File: src/rtl/frame_renderer.sv
`default_nettype none
// ============================================================================
// Module   : frame_renderer
// Purpose  : Streams a wall bitmap from synchronous RAM as VGA plots, then
//            overlays a clipped rectangular sprite.
// Revision : 1.0 - initial release
// ============================================================================
module frame_renderer #(
    parameter int                  GRID_W      = 120,
    parameter int                  GRID_H      = 100,
    parameter int                  X_OFF       = 20,
    parameter int                  Y_OFF       = 10,
    parameter int                  SPR_W       = 4,
    parameter int                  SPR_H       = 6,
    parameter int                  COORD_W     = 8,
    parameter int                  COLOUR_W    = 3,
    parameter logic [COLOUR_W-1:0] WALL_COLOUR = 3'b111,
    parameter logic [COLOUR_W-1:0] BG_COLOUR   = 3'b000,
    parameter logic [COLOUR_W-1:0] SPR_COLOUR  = 3'b100,
    parameter int                  ADDR_W      = 14
) (
    input  logic                clk,
    input  logic                resetn,
    input  logic                start,
    input  logic                spr_en,
    input  logic [COORD_W-1:0]  spr_x,
    input  logic [COORD_W-1:0]  spr_y,
    output logic [ADDR_W-1:0]   grid_rd_addr,
    input  logic                grid_rd_data,
    output logic [COORD_W-1:0]  x,
    output logic [COORD_W-1:0]  y,
    output logic [COLOUR_W-1:0] colour,
    output logic                plot,
    output logic                busy,
    output logic                done
);

    localparam int CW = (GRID_W > 1) ? $clog2(GRID_W) : 1;
    localparam int RW = (GRID_H > 1) ? $clog2(GRID_H) : 1;
    localparam int IW = (SPR_W  > 1) ? $clog2(SPR_W)  : 1;
    localparam int JW = (SPR_H  > 1) ? $clog2(SPR_H)  : 1;
    localparam int SW = COORD_W + 1;

    localparam logic [CW-1:0] COL_LAST = CW'(GRID_W - 1);
    localparam logic [RW-1:0] ROW_LAST = RW'(GRID_H - 1);
    localparam logic [IW-1:0] I_LAST   = IW'(SPR_W - 1);
    localparam logic [JW-1:0] J_LAST   = JW'(SPR_H - 1);

    typedef enum logic [1:0] {
        S_IDLE   = 2'd0,
        S_GRID   = 2'd1,
        S_SPRITE = 2'd2,
        S_FIN    = 2'd3
    } state_t;

    state_t state_q, state_d;

    logic [CW-1:0]       col_q, d1_col_q;
    logic [RW-1:0]       row_q, d1_row_q;
    logic                issued_all_q, d1_valid_q;
    logic [ADDR_W-1:0]   addr_q;
    logic [IW-1:0]       i_q;
    logic [JW-1:0]       j_q;
    logic                spr_en_q;
    logic [COORD_W-1:0]  spr_x_q, spr_y_q;
    logic [COORD_W-1:0]  x_q, y_q;
    logic [COLOUR_W-1:0] colour_q;
    logic                plot_q, busy_q, done_q;

    logic                w_issue, w_issue_last, w_spr_last, w_clip;
    logic [SW-1:0]       w_spr_gx, w_spr_gy;
    logic [COORD_W-1:0]  w_grid_x, w_grid_y, w_spr_x, w_spr_y;

    assign w_issue      = (state_q == S_GRID) && !issued_all_q;
    assign w_issue_last = w_issue && (col_q == COL_LAST) && (row_q == ROW_LAST);
    assign w_spr_last   = (state_q == S_SPRITE) && (i_q == I_LAST) && (j_q == J_LAST);

    assign w_grid_x = COORD_W'(X_OFF) + COORD_W'(d1_col_q);
    assign w_grid_y = COORD_W'(Y_OFF) + COORD_W'(d1_row_q);

    // Grid-space sprite position is one bit wider so off-grid slots compare correctly.
    assign w_spr_gx = SW'(spr_x_q) + SW'(i_q);
    assign w_spr_gy = SW'(spr_y_q) + SW'(j_q);
    assign w_clip   = (w_spr_gx >= SW'(GRID_W)) || (w_spr_gy >= SW'(GRID_H));
    assign w_spr_x  = COORD_W'(X_OFF) + w_spr_gx[COORD_W-1:0];
    assign w_spr_y  = COORD_W'(Y_OFF) + w_spr_gy[COORD_W-1:0];

    always_ff @(posedge clk or negedge resetn) begin
        if (!resetn) begin
            state_q <= S_IDLE;
        end else begin
            state_q <= state_d;
        end
    end

    // GRID lingers one cycle after the last address so the read pipeline drains.
    always_comb begin
        state_d = state_q;
        case (state_q)
            S_IDLE:   if (start) state_d = S_GRID;
            S_GRID:   if (issued_all_q) state_d = spr_en_q ? S_SPRITE : S_FIN;
            S_SPRITE: if (w_spr_last) state_d = S_FIN;
            S_FIN:    state_d = S_IDLE;
            default:  state_d = S_IDLE;
        endcase
    end

    always_ff @(posedge clk or negedge resetn) begin
        if (!resetn) begin
            col_q        <= '0;
            row_q        <= '0;
            d1_col_q     <= '0;
            d1_row_q     <= '0;
            issued_all_q <= 1'b0;
            d1_valid_q   <= 1'b0;
            addr_q       <= '0;
            i_q          <= '0;
            j_q          <= '0;
            spr_en_q     <= 1'b0;
            spr_x_q      <= '0;
            spr_y_q      <= '0;
            x_q          <= '0;
            y_q          <= '0;
            colour_q     <= '0;
            plot_q       <= 1'b0;
            busy_q       <= 1'b0;
            done_q       <= 1'b0;
        end else begin
            plot_q     <= 1'b0;
            done_q     <= 1'b0;
            d1_valid_q <= w_issue;
            if (w_issue) begin
                d1_col_q <= col_q;
                d1_row_q <= row_q;
            end
            if (d1_valid_q) begin
                x_q      <= w_grid_x;
                y_q      <= w_grid_y;
                colour_q <= grid_rd_data ? WALL_COLOUR : BG_COLOUR;
                plot_q   <= 1'b1;
            end
            case (state_q)
                S_IDLE: begin
                    if (start) begin
                        spr_en_q     <= spr_en;
                        spr_x_q      <= spr_x;
                        spr_y_q      <= spr_y;
                        busy_q       <= 1'b1;
                        addr_q       <= '0;
                        col_q        <= '0;
                        row_q        <= '0;
                        issued_all_q <= 1'b0;
                        i_q          <= '0;
                        j_q          <= '0;
                    end
                end
                S_GRID: begin
                    if (w_issue_last) begin
                        issued_all_q <= 1'b1;
                    end else if (w_issue) begin
                        addr_q <= addr_q + 1'b1;
                        if (row_q == ROW_LAST) begin
                            row_q <= '0;
                            col_q <= col_q + 1'b1;
                        end else begin
                            row_q <= row_q + 1'b1;
                        end
                    end
                end
                S_SPRITE: begin
                    if (!w_clip) begin
                        x_q      <= w_spr_x;
                        y_q      <= w_spr_y;
                        colour_q <= SPR_COLOUR;
                        plot_q   <= 1'b1;
                    end
                    if (j_q == J_LAST) begin
                        j_q <= '0;
                        i_q <= i_q + 1'b1;
                    end else begin
                        j_q <= j_q + 1'b1;
                    end
                end
                S_FIN: begin
                    done_q <= 1'b1;
                    busy_q <= 1'b0;
                end
                default: ;
            endcase
        end
    end

    assign grid_rd_addr = addr_q;
    assign x            = x_q;
    assign y            = y_q;
    assign colour       = colour_q;
    assign plot         = plot_q;
    assign busy         = busy_q;
    assign done         = done_q;

endmodule
`default_nettype wire

File: config.mk
export PLATFORM = sky130hd
export DESIGN_NAME = frame_renderer
export DESIGN_NICKNAME = d
export VERILOG_FILES = /design/src/rtl/frame_renderer.sv
export SDC_FILE = /design/constraint.sdc
export NUM_CORES = 1
export LEC_CHECK = 0
export ABC_AREA = 0
export BUFFER_PORTS_ARGS = -buffer_cell sky130_fd_sc_hd__buf_4
export CORE_ASPECT_RATIO = 0.8
export CORE_UTILIZATION = 53
export DETAILED_ROUTE_END_ITERATION = 6
export HOLD_SLACK_MARGIN = 0.08
export PLACE_DENSITY_LB_ADDON = 0.3
export SYNTH_ARGS = -nofsm -noshare
export SYNTH_HDL_FRONTEND = slang
export SYNTH_SLANG_ARGS = --single-unit
File: constraint.sdc
create_clock -name clk -period 5.5 [get_ports clk]
set_input_delay 0.825 -clock clk [delete_from_list [all_inputs] [get_ports clk]]
set_output_delay 0.825 -clock clk [all_outputs]
set_load 0.02 [all_outputs]
==> results.py <==
metrics = {
    "run_status": {
        "outcome": "complete, but fails checks",
        "violations": "DRC",
    },
    "sta": {
        "fin_skew_ns": 0.00865,
        "setup_viol": 0,
        "period_share_pct": 57.3,
        "slew_viol_final": 0,
        "min_period_ns": 3.15,
        "rsz0062_at_grt": "false",
        "fmax_mhz": 317,
        "worst_pin_slew_ns": 1.13,
        "fin_setup_tns_ns": 0,
        "slew_headroom_pct": 24.2,
        "finalWorstSetupSlack_ns": 2.35,
        "finalHoldViolations": 0,
    },
    "floorplanning": {
        "fp.coreArea_sq_um": 9190,
        "dieArea_sq_um": 10000,
        "die_h_microns": 89.8,
        "ios": 57,
        "initial_core_util_pct": 55.6,
        "row_count": 31,
        "die_x_microns": 112,
    },
    "clocking": {
        "clk_latency_ns": 0.34,
        "numCtsBuffers": 9,
        "cts.hold.buffers_added": 0,
        "cts.clk_slew.worst_paths_ns": 0.06,
        "cts_max_path_buffers": 2,
        "numClockSinks": 90,
        "cts_setup_buffers": 0,
        "cts_tree": "done",
        "h-tree-depth": 3,
        "cts_root_buffer": "clkbuf_16",
        "cts_resized": 0,
    },
    "global_route": {
        "grt_pass1_wl_microns": 18600,
        "antenna_found_initial": 0,
        "grt_start_max_net_pins": 74,
        "grt_util_all_layers_pct": 23.1,
        "gr-total-overflow": 0,
        "grt_pass1_vias": 3825,
    },
    "route": {
        "routed-via-count": 3989,
        "drc_errors": 4,
        "wirelength_microns": 10900,
        "avgViaCountPerCell": 5.81,
        "met1_length_microns": 5210,
        "wl_met3_microns": 582,
        "wl_met2_microns": 5000,
        "drt_iter0_drc": 316,
        "antenna_left": 0,
        "maxUsedRoutingLayer": "met4",
        "first_pass_iters": 7,
        "wl_per_cell_microns": 16.0,
    },
    "critical_path": {
        "worst-setup-path-type": "reg2reg",
        "cp_data_required_time_ns": 5.72,
        "crit_fanout": 20,
        "cp-start-kind": "flip-flop",
        "arrival_ns": 3.37,
        "critPathCaptureType": "flip-flop",
    },
    "placement": {
        "dpl.hpwl_microns": 7700,
        "dpl_worst_slack_ns": 2.35,
        "place.gp.congestion": 0.837,
        "portBuffers": 56,
    },
    "finish": {
        "layout.nets": 608,
        "num_antenna_cells": 0,
        "fillers": 762,
        "area_delta_synth_final_pct": 14.1,
        "drive_above_1_share_pct": 18.0,
    },
    "yosys": {
        "yosys_most_used_dff": "dfrtp_1",
        "synth_edf_count": 0,
        "async_flop_share_pct": 100,
        "syn_nets": 564,
        "netlist_instances": 523,
        "syn_area_per_cell_sq_um": 9.77,
        "netlist_area_sq_um": 5110,
        "synth_warnings": 0,
        "ys_ff_latch": 90,
        "synth.distinct_cells": 57,
        "ys_seq_area_share_pct": 44.1,
    },
    "worst_hold_path": {
        "hp-class": "in2async",
    },
    "flow_run": {
        "max_cap_viol_count": 0,
    },
    "power": {
        "ir_worst_vdd_v": 0.000276,
        "powerDensity_nw_per_um2": 520,
        "p_leak_nw": 2.62,
    },
}
## report_power, final
group	switching (W)	leakage (nW)	internal (W)
Sequential	0.000231	1.17	0.000835
Clock	0.000250	0.142	0.000361
Combinational	0.000766	1.30	0.000590
## worst max-delay path: stages (launching register included)
cell and delay, ns:
dfrtp_1 0.45, ha_1 0.27, fa_1 0.51, or3b_1 0.41, a2bb2oi_1 0.17, a2111oi_0 0.11
a311oi_1 0.24, and4b_4 0.52, mux2_4 0.34
## area by class of cell
cell class,instances,area [sq um],share of cell area [%]
inverter,21,78.8,1.35
timing repair buffer,57,428,7.34
clock inverter,3,40.0,0.687
multi-input combinational,388,2640,45.3
clock buffer,12,246,4.23
sequential,90,2250,38.6
tap,115,144,2.47
## per-stage QoR
| stage | instance area (sq um) | instances | total power, W | util (%) | hold WS, ns |
|---|---|---|---|---|---|
| finish | 5830 | 686 | 0.00303 | 63.4 | 0.337 |
| global route | 5830 | 686 | 0.00324 | 63.4 | 0.349 |
| CTS | 5830 | 686 | 0.00305 | 63.4 | 0.338 |
| detailed placement | 5540 | 671 | 0.00243 | 60.3 | 0.462 |
| floorplan | 5110 | 523 | 0.00207 | - | 0.440 |
| global placement | 5540 | 671 | 0.00237 | 60.3 | 0.463 |
## cells in the final DEF, fill, tap and decap left out, types with 13 or more instances in the layout
cell type,synthesis,layout
ha_1,18,18
mux2_2,24,24
nand3_1,21,21
a21oi_1,22,22
nand2_1,75,75
inv_1,21,21
dfrtp_1,90,90
xnor2_1,25,25
nand2b_1,13,13
nor2_1,24,24
mux2i_1,21,21
buf_4,0,57
o21ai_0,35,35
## sequential cells by signal (all words and copies together), names as in the netlist, 7 cells and up
register	flops
grid_rd_addr	14
spr_x_q	8
spr_y_q	8
x	8
y	8
col_q	7
d1_col_q	7
d1_row_q	7
row_q	7
## cells in the mapped netlist (all sizes together) (7+ instances only)
cell type  instances  area (sq um)
a21oi             24           128
buf               11          88.8
clkbuf            13          50.0
dfrtp             90          2250
ha                18           225
inv               21          78.8
mux2              28           330
mux2i             21           210
nand2             75           282
nand2b            13          81.3
nand3             21           105
nand4              7          43.8
nor2              24          90.1
nor3              12          60.1
nor4               7          43.8
o21ai             35           175
xnor2             25           219
xor2              11          96.3
## path summary, 6_finish.rpt
kind | startpoint | to | slack, ns | cells after the start
worst max-delay path | j_q[0]$_DFFE_PN0P_ | x[7]$_DFF_PN0_ | 2.35 | 8
worst min-delay path | resetn | row_q[5]$_DFFE_PN0P_ | 0.34 | 1
worst max register to register | j_q[0]$_DFFE_PN0P_ | x[7]$_DFF_PN0_ | 2.35 | 8
worst min register to register | d1_col_q[0]$_DFFE_PN0P_ | d1_col_q[0]$_DFFE_PN0P_ | 0.48 | 2
max in group asynchronous | resetn | spr_x_q[3]$_DFFE_PN0P_ | 3.98 | 2
min in group clk | d1_col_q[0]$_DFFE_PN0P_ | d1_col_q[0]$_DFFE_PN0P_ | 0.48 | 2
## layer usage
metal	track usage [%]	vias to the layer above
met4	7.32	0
met3	5.12	15
li1	-	1930
met2	35.1	98
met1	32.8	1946
met5	0	-
## kinds of logic after synthesis
logic type | Yosys count | share of synthesized area, %
compound gates | 97 | 12.0
xor+xnor | 36 | 6.17
fa+ha+maj | 20 | 5.19
buf+inv | 45 | 4.26
flops | 90 | 44.1
mux | 49 | 10.6
simple gates | 186 | 17.7
No activity file was read; power rests on OpenSTA's default activity.
